File: src/rtl/seg_display_mux.sv
// Four-digit common-anode seven-segment scanner for BCD clock digits.
// Shows a per-frame snapshot of the digits and blinks one digit pair while time is being adjusted.
module seg_display_mux #(
  parameter int REFRESH_DIV = 100000,
  parameter int BLINK_DIV   = 25000000
) (
  input  logic       clk,
  input  logic       reset,
  input  logic [3:0] min_ten,
  input  logic [3:0] min_one,
  input  logic [3:0] sec_ten,
  input  logic [3:0] sec_one,
  input  logic       adjust,
  input  logic       blink_sel,
  output logic [3:0] an,
  output logic [6:0] seg,
  output logic       dp
);

  localparam int RW = (REFRESH_DIV > 1) ? $clog2(REFRESH_DIV) : 1;
  localparam int BW = (BLINK_DIV > 1) ? $clog2(BLINK_DIV) : 1;
  localparam logic [RW-1:0] REFRESH_LAST = RW'(REFRESH_DIV - 1);
  localparam logic [BW-1:0] BLINK_LAST   = BW'(BLINK_DIV - 1);

  logic [RW-1:0] refresh_cnt_q, refresh_cnt_d;
  logic [1:0]    idx_q, idx_d;
  logic [BW-1:0] blink_cnt_q, blink_cnt_d;
  logic          phase_q, phase_d;
  logic [3:0]    snap_q [4];
  logic [3:0]    snap_d [4];
  logic [3:0]    an_q, an_d;
  logic [6:0]    seg_q, seg_d;
  logic          dp_q, dp_d;

  logic          refresh_wrap;
  logic          blink_wrap;
  logic          blanked;
  logic [3:0]    cur_digit;

  // Active-low {g,f,e,d,c,b,a}; non-BCD codes light nothing.
  function automatic logic [6:0] decode_bcd(input logic [3:0] d);
    case (d)
      4'd0:    decode_bcd = 7'b1000000;
      4'd1:    decode_bcd = 7'b1111001;
      4'd2:    decode_bcd = 7'b0100100;
      4'd3:    decode_bcd = 7'b0110000;
      4'd4:    decode_bcd = 7'b0011001;
      4'd5:    decode_bcd = 7'b0010010;
      4'd6:    decode_bcd = 7'b0000010;
      4'd7:    decode_bcd = 7'b1111000;
      4'd8:    decode_bcd = 7'b0000000;
      4'd9:    decode_bcd = 7'b0010000;
      default: decode_bcd = 7'b1111111;
    endcase
  endfunction

  always_comb begin
    refresh_wrap  = (refresh_cnt_q == REFRESH_LAST);
    refresh_cnt_d = refresh_wrap ? '0 : refresh_cnt_q + 1'b1;
    idx_d         = refresh_wrap ? idx_q + 2'd1 : idx_q;
  end

  // Capture all digits together as the scan returns to digit 0, so a frame is coherent.
  always_comb begin
    for (int i = 0; i < 4; i++) snap_d[i] = snap_q[i];
    if (refresh_wrap && (idx_q == 2'd3)) begin
      snap_d[0] = sec_one;
      snap_d[1] = sec_ten;
      snap_d[2] = min_one;
      snap_d[3] = min_ten;
    end
  end

  always_comb begin
    blink_wrap  = (blink_cnt_q == BLINK_LAST);
    blink_cnt_d = '0;
    phase_d     = 1'b0;
    if (adjust) begin
      blink_cnt_d = blink_wrap ? '0 : blink_cnt_q + 1'b1;
      phase_d     = blink_wrap ? ~phase_q : phase_q;
    end
  end

  // adjust and blink_sel act live; only the digit values wait for the next snapshot.
  always_comb begin
    cur_digit = snap_q[idx_q];
    blanked   = adjust && phase_q && (blink_sel == idx_q[1]);
    an_d      = 4'b1111;
    seg_d     = 7'b1111111;
    dp_d      = 1'b1;
    if (!blanked) begin
      an_d[idx_q] = 1'b0;
      seg_d       = decode_bcd(cur_digit);
      dp_d        = (idx_q != 2'd2);
    end
  end

  always_ff @(posedge clk) begin
    if (reset) begin
      refresh_cnt_q <= '0;
      idx_q         <= 2'd0;
      blink_cnt_q   <= '0;
      phase_q       <= 1'b0;
      for (int i = 0; i < 4; i++) snap_q[i] <= 4'd0;
      an_q          <= 4'b1111;
      seg_q         <= 7'b1111111;
      dp_q          <= 1'b1;
    end else begin
      refresh_cnt_q <= refresh_cnt_d;
      idx_q         <= idx_d;
      blink_cnt_q   <= blink_cnt_d;
      phase_q       <= phase_d;
      for (int i = 0; i < 4; i++) snap_q[i] <= snap_d[i];
      an_q          <= an_d;
      seg_q         <= seg_d;
      dp_q          <= dp_d;
    end
  end

  assign an  = an_q;
  assign seg = seg_q;
  assign dp  = dp_q;

endmodule

File: config.mk
export PLATFORM = sky130hd
export DESIGN_NAME = seg_display_mux
export DESIGN_NICKNAME = d
export VERILOG_FILES = /design/src/rtl/seg_display_mux.sv
export SDC_FILE = /design/constraint.sdc
export NUM_CORES = 1
export LEC_CHECK = 0
export CAP_MARGIN = 15
export CORE_MARGIN = 4
export CORE_UTILIZATION = 45
export DETAILED_ROUTE_END_ITERATION = 16
export HOLD_SLACK_MARGIN = 0.15
export PLACE_DENSITY = 0.62
export SYNTH_ARGS = -nofsm -noshare
export SYNTH_HDL_FRONTEND = slang
export SYNTH_SLANG_ARGS = --single-unit
File: constraint.sdc
create_clock -name clk -period 3.3 [get_ports clk]
set_input_delay 0.99 -clock clk [delete_from_list [all_inputs] [get_ports clk]]
set_output_delay 0.99 -clock clk [all_outputs]
set_load 0.01 [all_outputs]
== Word-level counts from Yosys, hierarchy flattened ==
Memory sizes are Yosys's and may differ from the RTL's. A register that Yosys moved wholly into a read port is not among the register bits.
Index checks and enable logic that the tools add are counted.

* Bits in latches: 0
* Input port bits: 20
* Flip-flop bits (word level): 50
* Bits in writable memories: 16
* Memories kept: 2
* Logic and storage cells: 47
* ROM bits: 112

{| class="wikitable"
|+ Memory list
! name !! depth !! width !! rd ports !! clocked after memory_dff !! wr ports !! RTL line !! text
|-
| (name not given) || 16 || 7 || 1 || 1 || 0 || 42 || <nowiki>case (d)</nowiki>
|-
| snap_q || 4 || 4 || 1 || 1 || 4 || 29 || <nowiki>logic [3:0] snap_q [4];</nowiki>
|}

* Magnitude comparators: 2
* Eq/ne operators: 6
* Shift-type cells: 0
* $mul: 0
* Add/sub/neg operators: 3
* Multiplexer cells: 12
* Div/mod/pow operators: 0
* Reduce and logical (&&, ||, !) cells: 9
* Bitwise logic cells: 7

{| class="wikitable"
|+ Operators with widths
! kind !! number
|-
| 25-bit by 1-bit adder with 25-bit output (second input constant) || 1
|-
| 25-bit == test (second input constant) || 1
|-
| 17-bit by 1-bit adder with 17-bit output (second input constant) || 1
|-
| 17-bit == test (second input constant) || 1
|-
| 16-bit 2-to-1 mux || 1
|-
| 4-bit 2-to-1 mux || 4
|-
| 2-bit OR reduction || 3
|-
| 1-bit logical AND || 4
|-
| 1-bit 2-to-1 mux || 4
|-
| 2-bit 2-to-1 mux || 2
|-
| 4-bit inverter || 1
|-
| 1-bit bitwise OR || 4
|-
| 2-bit by 3-bit < comparator with 1-bit output (second input constant) || 1
|-
| 3-bit OR reduction || 1
|-
| 2-bit by 1-bit adder with 2-bit output (second input constant) || 1
|-
| 1-bit demux with 2-bit select || 1
|-
| 2-bit == test (second input constant) || 1
|-
| 2-bit by 1-bit greater-or-equal comparator with 1-bit output (second input constant) || 1
|-
| 2-bit != test (second input constant) || 1
|-
| 1-bit inverter || 2
|-
| 2-bit AND reduction || 1
|-
| 1-bit == test || 1
|-
| 1-bit != test (second input constant) || 1
|}

== Longest topological paths before layout ==
* Word-level depth: 5
* Depth in mapped cells: 7
* Depth with buffers taken out: 7

== Worst setup path before layout ==
No wires, ideal clock.

* Path type: reg2reg
* Start point: register refresh_cnt_q[0]
* End point: memory snap_q[0][0], enable pin
* Buffers on the path: 0
* Arrival: 2,235 ps
* Stages on the path, launching flop included: 5
* Setup time: 411 ps
* Setup slack: 654 ps
* Data required time: 2,889 ps
* Path through: dfxtp_1 ha_1 and4_1 nand4_1 o21ai_0

{| class="wikitable"
|+ RTL lines
! item !! RTL line !! text
|-
| start: declaration || 25 || <nowiki>logic [RW-1:0] refresh_cnt_q, refresh_cnt_d;</nowiki>
|-
| start signal: assignment || 109 || <nowiki>refresh_cnt_q <= refresh_cnt_d;</nowiki>
|-
| end: declaration || 29 ||
|}

==> results.json <==
{
  "grt_overflow": 0,
  "outcome": "completed",
  "wirelength_um": 6260,
  "drt-initial-drc-count": 130,
  "muxShareOfSynthArea_pct": 3.59,
  "die_x_um": 94.2,
  "coreArea_sq_um": 7250,
  "switching_power_mw": 0.372,
  "max_stage_delay_ns": 0.54,
  "cts_tree": "built",
  "synth_area_sq_um": 3350,
  "synth-compound-area-share_pct": 8.75,
  "avgViaCountPerCell": 5.25,
  "syn_area_per_cell_sq_um": 10.1,
  "drc": 0,
  "synth_enable_flop_cells": 16,
  "post_cts_buffers": 0,
  "antenna_found_initial": 0,
  "ioPinCount": 32,
  "p_sw_share_pct": 21.7,
  "drtAntennaViolNets": 0,
  "antenna_cells": 0,
  "grt_pass1_wl_um": 11000,
  "cts_buffer_depth": 2,
  "p_clk_share_pct": 39.7,
  "fp-row-count": 31,
  "path_buf_inv": 1,
  "initial_core_util_pct": 46.1,
  "synth_simple_gate_area_share_pct": 23.8,
  "maxCapViolations": 0,
  "numPortBuffers": 31,
  "fp.dieArea_sq_um": 8880,
  "netlist_instances": 333,
  "wl_per_cell_um": 13.3,
  "final_util_pct": 54.2,
  "report.power.total_mw": 1.71,
  "root_buffer": "clkbuf_8",
  "synth_top_family_by_area": "simple AND/OR/NAND/NOR gates",
  "power_frac_seq_pct": 55.3,
  "period_minus_slack_ns": 2.21,
  "track_usage_pct": 15.7,
  "tightest_slew_ns": 0.681,
  "skew_ns": 0.0133,
  "async_flop_share_pct": 0,
  "peakVddDrop_mv": 0.277,
  "pwr-share-comb_pct": 5.0,
  "cts.sinks": 74,
  "ys_warn_count": 0,
  "synthDistinctLibCells": 42,
  "area_growth_pct": 17.5,
  "place.gp.congestion": 0.739,
  "synth-seq-area-share_pct": 49.0,
  "clock.fmax_mhz": 453,
  "worstSetupStartpointType": "register",
  "syn_nets": 364,
  "cts_made_buffers": 9,
  "clock_latency_ns": 0.34,
  "ys_seq_elements": 74,
  "tns_ns": 0,
  "rsz0062_at_grt": "no",
  "cp.arrival_ns": 1.22,
  "final_hold_viol_count": 0,
  "maxSlewViolCount": 0,
  "cp_max_fo": 2,
  "grt_max_degree": 26,
  "worstSetupPathType": "reg -> out",
  "htreeDepth": 3,
  "cp-end-kind": "primary output",
  "leakage_nw": 1.33,
  "max_slew_margin_pct": 54.3,
  "synth_xor_area_share_pct": 6.80,
  "hold_class": "reg -> reg",
  "power.density_nw_per_um2": 436,
  "yosys.area_share.adder_pct": 4.11,
  "dr_total_vias": 2466,
  "min_period_over_period_pct": 66.9,
  "drive_gt1_share_pct": 9.70,
  "die_h_um": 94.2,
  "cp_top_family": "buffers and inverters",
  "internal-power_mw": 1.34,
  "drtPass1Iterations": 4,
  "grt_pass1_vias": 2393,
  "setup_viol": 0,
  "synth_top_flop_cell": "dfxtp_1",
  "required_ns": 2.31,
  "crit_chain": "clkdlybuf4s50_1",
  "post_cts_resized": 0,
  "ctsHoldBuffers": 0,
  "final_nets": 397,
  "clkTransAtPathRegs_ns": 0.08,
  "dpl.hpwl_um": 4540,
  "critPathSlowestCell": "clkdlybuf4s50_1"
}
[cells by family after synthesis]
family / after synthesis
flip-flops: 74
adder cells (fa/ha/maj): 11
AND/OR/NAND/NOR: 142
multiplexers: 7
XOR/XNOR: 26
AO/OA/AOI/OAI: 44
buffers and inverters: 29
[flip-flops by register name, indices dropped and copies added, names as in the netlist, named ones only]
| signal | count |
|---|---|
| an | 4 |
| blink_cnt_q | 25 |
| idx_q | 2 |
| phase_q | 1 |
| refresh_cnt_q | 17 |
| seg | 7 |
| snap_q | 16 |
[layout by cell type (no fill, tap or decap), drive strengths merged]
| cell | instances |
|---|---|
| ha | 11 |
| and2 | 17 |
| mux4 | 4 |
| and4 | 6 |
| or4 | 13 |
| a31oi | 1 |
| inv | 17 |
| nand3 | 15 |
| o311ai | 1 |
| nand4b | 1 |
| clkdlybuf4s50 | 31 |
| nand2 | 23 |
| o21ai | 8 |
| dfxtp | 58 |
| nor2 | 31 |
| and4b | 1 |
| nor3 | 4 |
| o211a | 1 |
| xor2 | 10 |
| or2 | 3 |
| nand4 | 10 |
| a21bo | 2 |
| xnor2 | 16 |
| a21oi | 16 |
| nor4 | 7 |
| mux2i | 3 |
| buf | 4 |
| o31ai | 13 |
| edfxtp | 16 |
| nor4b | 4 |
| clkbuf | 12 |
| o22ai | 1 |
| and3 | 2 |
| bufinv | 1 |
| clkinv | 2 |
| nand2b | 1 |
| or3 | 4 |
| o31a | 1 |
[final cells by class]
type	count	area, sq um
fill	692	3320
clock buffer	12	135
clock inverter	4	52.6
inverter	16	60.1
multi-input combinational	230	1580
sequential	74	1640
tap	99	124
timing repair buffer	35	340
[power by group through the flow]
| stage | sequential, mW | clock [mW] | combinational (mW) |
|---|---|---|---|
| after global routing | 0.951 | 0.741 | 0.0959 |
| after detailed placement | 0.969 | 0 | 0.0876 |
| after floorplan | 0.971 | 0 | 0.0370 |
| after CTS | 0.948 | 0.702 | 0.0876 |
| after global placement | 0.969 | 0 | 0.0865 |
| final | 0.948 | 0.680 | 0.0861 |
[worst paths after layout]
path         slack, ns  cells past startpoint           start               to
max               1.09                      1           an[2]               dp
min               0.47                      1  blink_cnt_q[0]   blink_cnt_q[0]
max reg2reg       1.24                      5  blink_cnt_q[0]  blink_cnt_q[24]
min reg2reg       0.47                      1  blink_cnt_q[0]   blink_cnt_q[0]
[per-stage QoR]
step | instance area, sq um | hold slack [ns] | std cells | setup WS, ns
3_3_place_gp | 3740 | 0.447 | 454 | 0.500
6_report | 3930 | 0.466 | 470 | 1.09
3_5_place_dp | 3740 | 0.456 | 454 | 0.478
2_1_floorplan | 3350 | 0.430 | 333 | 0.654
4_1_cts | 3930 | 0.473 | 470 | 0.849
5_1_grt | 3930 | 0.499 | 470 | 1.03
[synth_stat cells, drive strengths merged (10+ instances only)]
cell / number / area [sq um]
a21oi: 16 / 87.6
and2: 17 / 106
ha: 11 / 138
nand3: 15 / 80.1
xnor2: 16 / 140
or4: 13 / 110
nand2: 23 / 86.3
inv: 16 / 60.1
xor2: 10 / 87.6
dfxtp: 58 / 1160
nand4: 10 / 62.6
nor2: 31 / 116
o31ai: 13 / 97.6
edfxtp: 16 / 480
[routing by layer]
layer	GRT usage, %	vias to the layer above	part of all wire (%)
met1	19.6	1163	45
met2	26.5	36	50
li1	-	1262	-
met3	5.37	5	3.7
met5	0	-	0
met4	2.89	0	0.80
Note: power is estimated with default switching activity, not from simulation.
